==> config.mk <==
export PLATFORM = sky130hd
export DESIGN_NAME = vga_timing_gen
export DESIGN_NICKNAME = d
export VERILOG_FILES = /design/src/rtl/vga_timing_pkg.sv /design/src/rtl/vga_axis_counter.sv /design/src/rtl/vga_timing_gen.sv
export SDC_FILE = /design/constraint.sdc
export NUM_CORES = 1
export LEC_CHECK = 0
export CAP_MARGIN = 10
export CORE_MARGIN = 4
export CORE_UTILIZATION = 48
export DETAILED_ROUTE_END_ITERATION = 16
export GPL_ROUTABILITY_DRIVEN = 1
export PLACE_DENSITY = 0.81
export REMOVE_ABC_BUFFERS = 1
export SYNTH_ARGS = -nofsm -noshare
export SYNTH_HDL_FRONTEND = slang
export SYNTH_SLANG_ARGS = --single-unit
==> constraint.sdc <==
create_clock -name clk -period 1.94 [get_ports clk]
set_clock_uncertainty 0.2 [all_clocks]
set_input_delay 0.388 -clock clk [delete_from_list [all_inputs] [get_ports clk]]
set_output_delay 0.388 -clock clk [all_outputs]
set_load 0.02 [all_outputs]
==> src/rtl/vga_timing_pkg.sv <==
// Shared timing defaults, scale encodings and period helpers for the VGA raster generator.
package vga_timing_pkg;

   localparam int DEF_H_ACTIVE = 640;
   localparam int DEF_H_FP     = 16;
   localparam int DEF_H_SYNC   = 96;
   localparam int DEF_H_BP     = 48;
   localparam int DEF_V_ACTIVE = 480;
   localparam int DEF_V_FP     = 10;
   localparam int DEF_V_SYNC   = 2;
   localparam int DEF_V_BP     = 33;

   // Encoding value doubles as the coordinate right-shift amount.
   typedef enum logic [1:0] {
      SCALE_1X = 2'd0,
      SCALE_2X = 2'd1,
      SCALE_4X = 2'd2
   } scale_e;

   function automatic int axis_total(input int active, input int fp, input int sync, input int bp);
      return active + fp + sync + bp;
   endfunction

   function automatic scale_e scale_decode(input logic [1:0] sel);
      scale_e res;
      case (sel)
         2'd0:    res = SCALE_1X;
         2'd1:    res = SCALE_2X;
         default: res = SCALE_4X;
      endcase
      return res;
   endfunction

endpackage

==> src/rtl/vga_axis_counter.sv <==
// One raster axis: wrapping position counter with active-region and sync-window decode.
module vga_axis_counter
   import vga_timing_pkg::*;
#(
   parameter int   ACTIVE = DEF_H_ACTIVE,
   parameter int   FP     = DEF_H_FP,
   parameter int   SYNC   = DEF_H_SYNC,
   parameter int   BP     = DEF_H_BP,
   parameter logic POL    = 1'b0,
   parameter int   CW     = 10
) (
   input  logic          clk,
   input  logic          rst,
   input  logic          step,
   output logic [CW-1:0] count,
   output logic          wrap,
   output logic          in_active,
   output logic          sync_lvl
);

   localparam int TOTAL = axis_total(ACTIVE, FP, SYNC, BP);
   localparam logic [CW-1:0] LAST     = CW'(TOTAL - 1);
   localparam logic [CW-1:0] ONE      = CW'(1);
   // One extra bit so the window ends stay representable when BP is zero.
   localparam logic [CW:0]   ACT_END  = (CW+1)'(ACTIVE);
   localparam logic [CW:0]   SYNC_BEG = (CW+1)'(ACTIVE + FP);
   localparam logic [CW:0]   SYNC_END = (CW+1)'(ACTIVE + FP + SYNC);

   logic [CW-1:0] count_r;
   logic [CW:0]   count_ext_s;

   // Position along the axis; advances on step and returns to zero after the last position.
   always_ff @(posedge clk or posedge rst) begin
      if (rst) begin
         count_r <= {CW{1'b0}};
      end else if (step) begin
         if (count_r == LAST) begin
            count_r <= {CW{1'b0}};
         end else begin
            count_r <= count_r + ONE;
         end
      end
   end

   assign count_ext_s = {1'b0, count_r};
   assign count       = count_r;
   assign wrap        = step && (count_r == LAST);
   assign in_active   = (count_ext_s < ACT_END);
   assign sync_lvl    = ((count_ext_s >= SYNC_BEG) && (count_ext_s < SYNC_END)) ? POL : ~POL;

endmodule

==> src/rtl/vga_timing_gen.sv <==
// VGA raster timing generator with registered, mutually aligned sync/active/coordinate outputs.
// Optional coordinate scaling is built when VGA_TIMING_SCALE_EN is defined.
module vga_timing_gen
   import vga_timing_pkg::*;
#(
   parameter int   H_ACTIVE  = DEF_H_ACTIVE,
   parameter int   H_FP      = DEF_H_FP,
   parameter int   H_SYNC    = DEF_H_SYNC,
   parameter int   H_BP      = DEF_H_BP,
   parameter int   V_ACTIVE  = DEF_V_ACTIVE,
   parameter int   V_FP      = DEF_V_FP,
   parameter int   V_SYNC    = DEF_V_SYNC,
   parameter int   V_BP      = DEF_V_BP,
   parameter logic HSYNC_POL = 1'b0,
   parameter logic VSYNC_POL = 1'b0,
   parameter int   CW        = 10
) (
   input  logic          clk,
   input  logic          rst,
   input  logic          en,
`ifdef VGA_TIMING_SCALE_EN
   input  logic [1:0]    scale,
`endif
   output logic          h_sync_o,
   output logic          v_sync_o,
   output logic          active_o,
   output logic [CW-1:0] posx,
   output logic [CW-1:0] posy,
   output logic          line_start,
   output logic          frame_start
);

   logic [CW-1:0] h_cnt_s, v_cnt_s, posx_s, posy_s;
   logic          h_wrap_s, h_act_s, h_sync_s;
   logic          v_wrap_s, v_act_s, v_sync_s;
   logic [1:0]    scale_sel_s, shift_s;
   scale_e        scale_r;

   vga_axis_counter #(
      .ACTIVE(H_ACTIVE), .FP(H_FP), .SYNC(H_SYNC), .BP(H_BP), .POL(HSYNC_POL), .CW(CW)
   ) u_h_axis (
      .clk(clk), .rst(rst), .step(en),
      .count(h_cnt_s), .wrap(h_wrap_s), .in_active(h_act_s), .sync_lvl(h_sync_s)
   );

   vga_axis_counter #(
      .ACTIVE(V_ACTIVE), .FP(V_FP), .SYNC(V_SYNC), .BP(V_BP), .POL(VSYNC_POL), .CW(CW)
   ) u_v_axis (
      .clk(clk), .rst(rst), .step(h_wrap_s),
      .count(v_cnt_s), .wrap(v_wrap_s), .in_active(v_act_s), .sync_lvl(v_sync_s)
   );

`ifdef VGA_TIMING_SCALE_EN
   assign scale_sel_s = scale;
`else
   assign scale_sel_s = SCALE_1X;
`endif

   // Scale only changes on the edge that wraps to (0,0), so a frame never mixes scales.
   always_ff @(posedge clk or posedge rst) begin
      if (rst) begin
         scale_r <= SCALE_1X;
      end else if (v_wrap_s) begin
         scale_r <= scale_decode(scale_sel_s);
      end
   end

   assign shift_s = scale_r;
   assign posx_s  = h_act_s ? (h_cnt_s >> shift_s) : {CW{1'b0}};
   assign posy_s  = v_act_s ? (v_cnt_s >> shift_s) : {CW{1'b0}};

   // Output stage: registers the decode of the pre-increment counters; strobes clear when idle.
   always_ff @(posedge clk or posedge rst) begin
      if (rst) begin
         h_sync_o    <= ~HSYNC_POL;
         v_sync_o    <= ~VSYNC_POL;
         active_o    <= 1'b0;
         posx        <= {CW{1'b0}};
         posy        <= {CW{1'b0}};
         line_start  <= 1'b0;
         frame_start <= 1'b0;
      end else if (en) begin
         h_sync_o    <= h_sync_s;
         v_sync_o    <= v_sync_s;
         active_o    <= h_act_s && v_act_s;
         posx        <= posx_s;
         posy        <= posy_s;
         line_start  <= (h_cnt_s == {CW{1'b0}});
         frame_start <= (h_cnt_s == {CW{1'b0}}) && (v_cnt_s == {CW{1'b0}});
      end else begin
         line_start  <= 1'b0;
         frame_start <= 1'b0;
      end
   end

endmodule
==> flow_metrics.env <==
export IMPL_crit_chain="or3b_4 > or4_4 > nor2_4 > xor2_1"
export IMPL_path_class="flip-flop to flip-flop"
export IMPL_cts_hold_buf=0
export IMPL_hold_viol_final=0
export IMPL_r2r_end="u_v_axis.count[7]$_DFFE_PP0P_"
export IMPL_synth_compound_area_frac=0.136
export IMPL_power_density_mw_per_mm2=1030
export IMPL_async_flop_share=1.00
export IMPL_leakagePower_nw=1.22
export IMPL_final_area_sq_mm=0.00271
export IMPL_tns_ps=0
export IMPL_yosys_register_bits=45
export IMPL_p_int_mw=1.97
export IMPL_maxCapViolCount=0
export IMPL_grt_util_all_layers=0.196
export IMPL_synthDistinctLibCells=44
export IMPL_drt_iter0_markers=159
export IMPL_synth_top_family_by_area="simple AND/OR/NAND/NOR gates"
export IMPL_synth_cells=185
export IMPL_final_core_util=0.668
export IMPL_status="complete, no violations"
export IMPL_clk_latency_ps=300
export IMPL_synth_area_leaders="dfrtp_1 53%, a22o_1 6.9%, xnor2_1 3.4%, nand4_1 3.1%, o21ai_0 2.7%"
export IMPL_ff2ff_path_depth=4
export IMPL_grt_overflow=0
export IMPL_die_y_um=73.3
export IMPL_initial_core_util=0.504
export IMPL_fmax_mhz=516
export IMPL_hpwl_um=3290
export IMPL_grt_pass1_vias=1642
export IMPL_rsz0062_at_grt="yes"
export IMPL_layout_worst_path_cycle_share=1.00
export IMPL_via_per_inst=5.85
export IMPL_cts_tree="yes"
export IMPL_grt_pass1_wl_um=8020
export IMPL_period_needed_ps=1940
export IMPL_finalSetupViolations=0
export IMPL_syn_area_sq_mm=0.00204
export IMPL_cp_buffers_inverters=0
export IMPL_clkPwrFrac=0.298
export IMPL_numCtsBuffers=5
export IMPL_rrSetupSlack_ps=0.7
export IMPL_swShare=0.293
export IMPL_drt_pass1_iter_count=4
export IMPL_area_growth_pct=32.6
export IMPL_yosys_warnings=0
export IMPL_io_buffers=27
export IMPL_synth_xor_xnor_area_share=0.0471
export IMPL_detail_route_wl_per_cell_um=16.9
export IMPL_fill_cells=281
export IMPL_coreArea_sq_mm=0.00406
export IMPL_fin_nets=245
export IMPL_max_stage_delay_ps=600
export IMPL_die_width_um=73.3
export IMPL_drc=0
export IMPL_postRouteAntennaNets=0
export IMPL_routed_wl_um=4870
export IMPL_crit_required_ps=1960
export IMPL_drive_above_1_share=0.209
export IMPL_synth_edff_count=0
export IMPL_io_pins=28
export IMPL_routed_via_count=1691
export IMPL_clockBufferDepth=2
export IMPL_startpoint_type="flip-flop"
export IMPL_power_frac_seq=0.415
export IMPL_hold_class="input port to asynchronous set/reset pin"
export IMPL_globalplace_congestion=0.907
export IMPL_tightestPinTransition_ps=421
export IMPL_ys_flop_type="dfrtp_1"
export IMPL_end_kind="flip-flop"
export IMPL_yosysTopAreaCellShare=0.526
export IMPL_slowest_stage="or4_4"
export IMPL_avgSynthCellArea_sq_um=11.1
export IMPL_yosys_area_share_simple=0.188
export IMPL_ir_drop_uv=505
export IMPL_crit_arrival_ps=1960
export IMPL_grt_max_degree=46
export IMPL_synthMuxAreaShare=0.00979
export IMPL_rows=23
export IMPL_placed_area_sq_mm=0.00255
export IMPL_ys_seq_area_frac=0.552
export IMPL_worstReg2RegStart="u_h_axis.count[6]$_DFFE_PP0P_"
export IMPL_die_area_sq_mm=0.00537
export IMPL_antenna_found_initial=0
export IMPL_synthAdderAreaFrac=0.0245
export IMPL_clk_pin_slew_ps=90
export IMPL_root_buffer="clkbuf_8"
export IMPL_cpLargestDelayFamily="simple AND/OR/NAND/NOR gates"
export IMPL_switchingPower_mw=0.815
export IMPL_h_tree_depth=2
export IMPL_cts_sinks=45
export IMPL_synth_largest_area_cell="dfrtp_1"
export IMPL_maxSlewViolCount=0
export IMPL_slew_headroom=0.719
export IMPL_power_frac_comb=0.287
export IMPL_crit_fanout=4
export IMPL_diodes=0
[metal layers]
layer  share of wire  GRT usage  vias up
met1            0.40      0.268      823
met3           0.069     0.0219       11
met5               0          0        -
li1                -          -      779
met4           0.019     0.0779        0
met2            0.51      0.318       78
[per-stage QoR]
step	total power, mW	hold slack, ps	setup WS, ps	std cells
after CTS	2.81	230	5.11	289
after detailed placement	1.96	286	-517	281
after global routing	2.93	260	-36.5	289
after floorplan	1.56	238	-90.8	176
final	2.78	222	0.709	289
after global placement	1.93	274	-477	281
[how the worst max path moves through the flow]
| stage | to | depth (start not counted) | slack, ps | startpoint |
|---|---|---|---|---|
| detailed placement | u_v_axis.count[9]$_DFFE_PP0P_ | 5 | -520 | en |
| floorplan | u_v_axis.count[9]$_DFFE_PP0P_ | 5 | -90 | u_h_axis.count[0]$_DFFE_PP0P_ |
| global placement | u_v_axis.count[9]$_DFFE_PP0P_ | 5 | -480 | en |
| CTS | u_v_axis.count[4]$_DFFE_PP0P_ | 5 | 5 | u_h_axis.count[0]$_DFFE_PP0P_ |
| finish | u_v_axis.count[7]$_DFFE_PP0P_ | 4 | 0.7 | u_h_axis.count[6]$_DFFE_PP0P_ |
| global route | u_v_axis.count[4]$_DFFE_PP0P_ | 4 | -40 | u_h_axis.count[6]$_DFFE_PP0P_ |
[kinds of logic after synthesis]
family,after synthesis
xor+xnor,11
buf+inv,19
mux,2
compound gates,39
fa+ha+maj,4
flops,45
simple gates,65
[worst reg2reg max path: cells and delay by family (launching register included)]
| family | cells | cell delay [ps] |
|---|---|---|
| flops | 1 | 380 |
| simple gates | 3 | 1140 |
| xor+xnor | 1 | 150 |
[cell type report]
class	count	area [sq um]	area share
flip-flops and latches	45	1130	0.416
repair buffers	55	489	0.180
multi-input cells	121	860	0.317
clock buffers	5	68.8	0.0254
inverters	10	37.5	0.0138
clock inverters	3	65.1	0.0240
well taps	50	62.6	0.0231
[what timing repair did]
action,CTS,global route
buffers inserted,0,0
pin swaps,2,5
hold endpoints to repair,0,0
setup endpoints to repair,14,10
resized for setup,8,5
[state kept, by name, indices dropped and copies added (netlist names)]
name,cells
v_sync_o,1
u_v_axis.count,10
frame_start,1
line_start,1
active_o,1
posy,10
h_sync_o,1
posx,10
u_h_axis.count,10
[synthesized netlist by cell type, types with 2 or more instances]
master / count
o21ai_0: 11
nor2_1: 10
a31oi_1: 2
inv_1: 9
buf_6: 2
nor3_1: 3
xor2_1: 3
o2bb2ai_1: 2
nand2_1: 12
dfstp_2: 2
a22o_1: 16
a21oi_1: 3
nor4_1: 2
clkbuf_1: 6
nand4_1: 10
nor3b_1: 2
dfrtp_1: 43
ha_1: 4
nand3_1: 4
and3_1: 4
and2_1: 2
xnor2_1: 8
mux2i_1: 2
and4_1: 3
[cell usage in the layout, fill, tap and decap left out, types with 4 or more instances in the layout]
master	synthesis	layout
ha_1	4	4
inv_1	9	8
clkdlybuf4s50_1	0	24
nand2_1	12	12
a22o_1	16	16
clkbuf_8	0	5
and3_1	4	4
nor2_1	10	10
xnor2_1	8	8
dfrtp_1	43	43
o21ai_0	11	8
nand3_1	4	4
buf_4	0	27
nand4_1	10	10
[power groups by stage]
| stage | clock (mW) | combinational (mW) | sequential (mW) |
|---|---|---|---|
| CTS | 0.846 | 0.805 | 1.16 |
| global placement | 0 | 0.763 | 1.16 |
| floorplan | 0 | 0.265 | 1.29 |
| finish | 0.831 | 0.799 | 1.15 |
| global route | 0.884 | 0.868 | 1.17 |
| detailed placement | 0 | 0.783 | 1.17 |
Power figures use the tool's default switching activity.
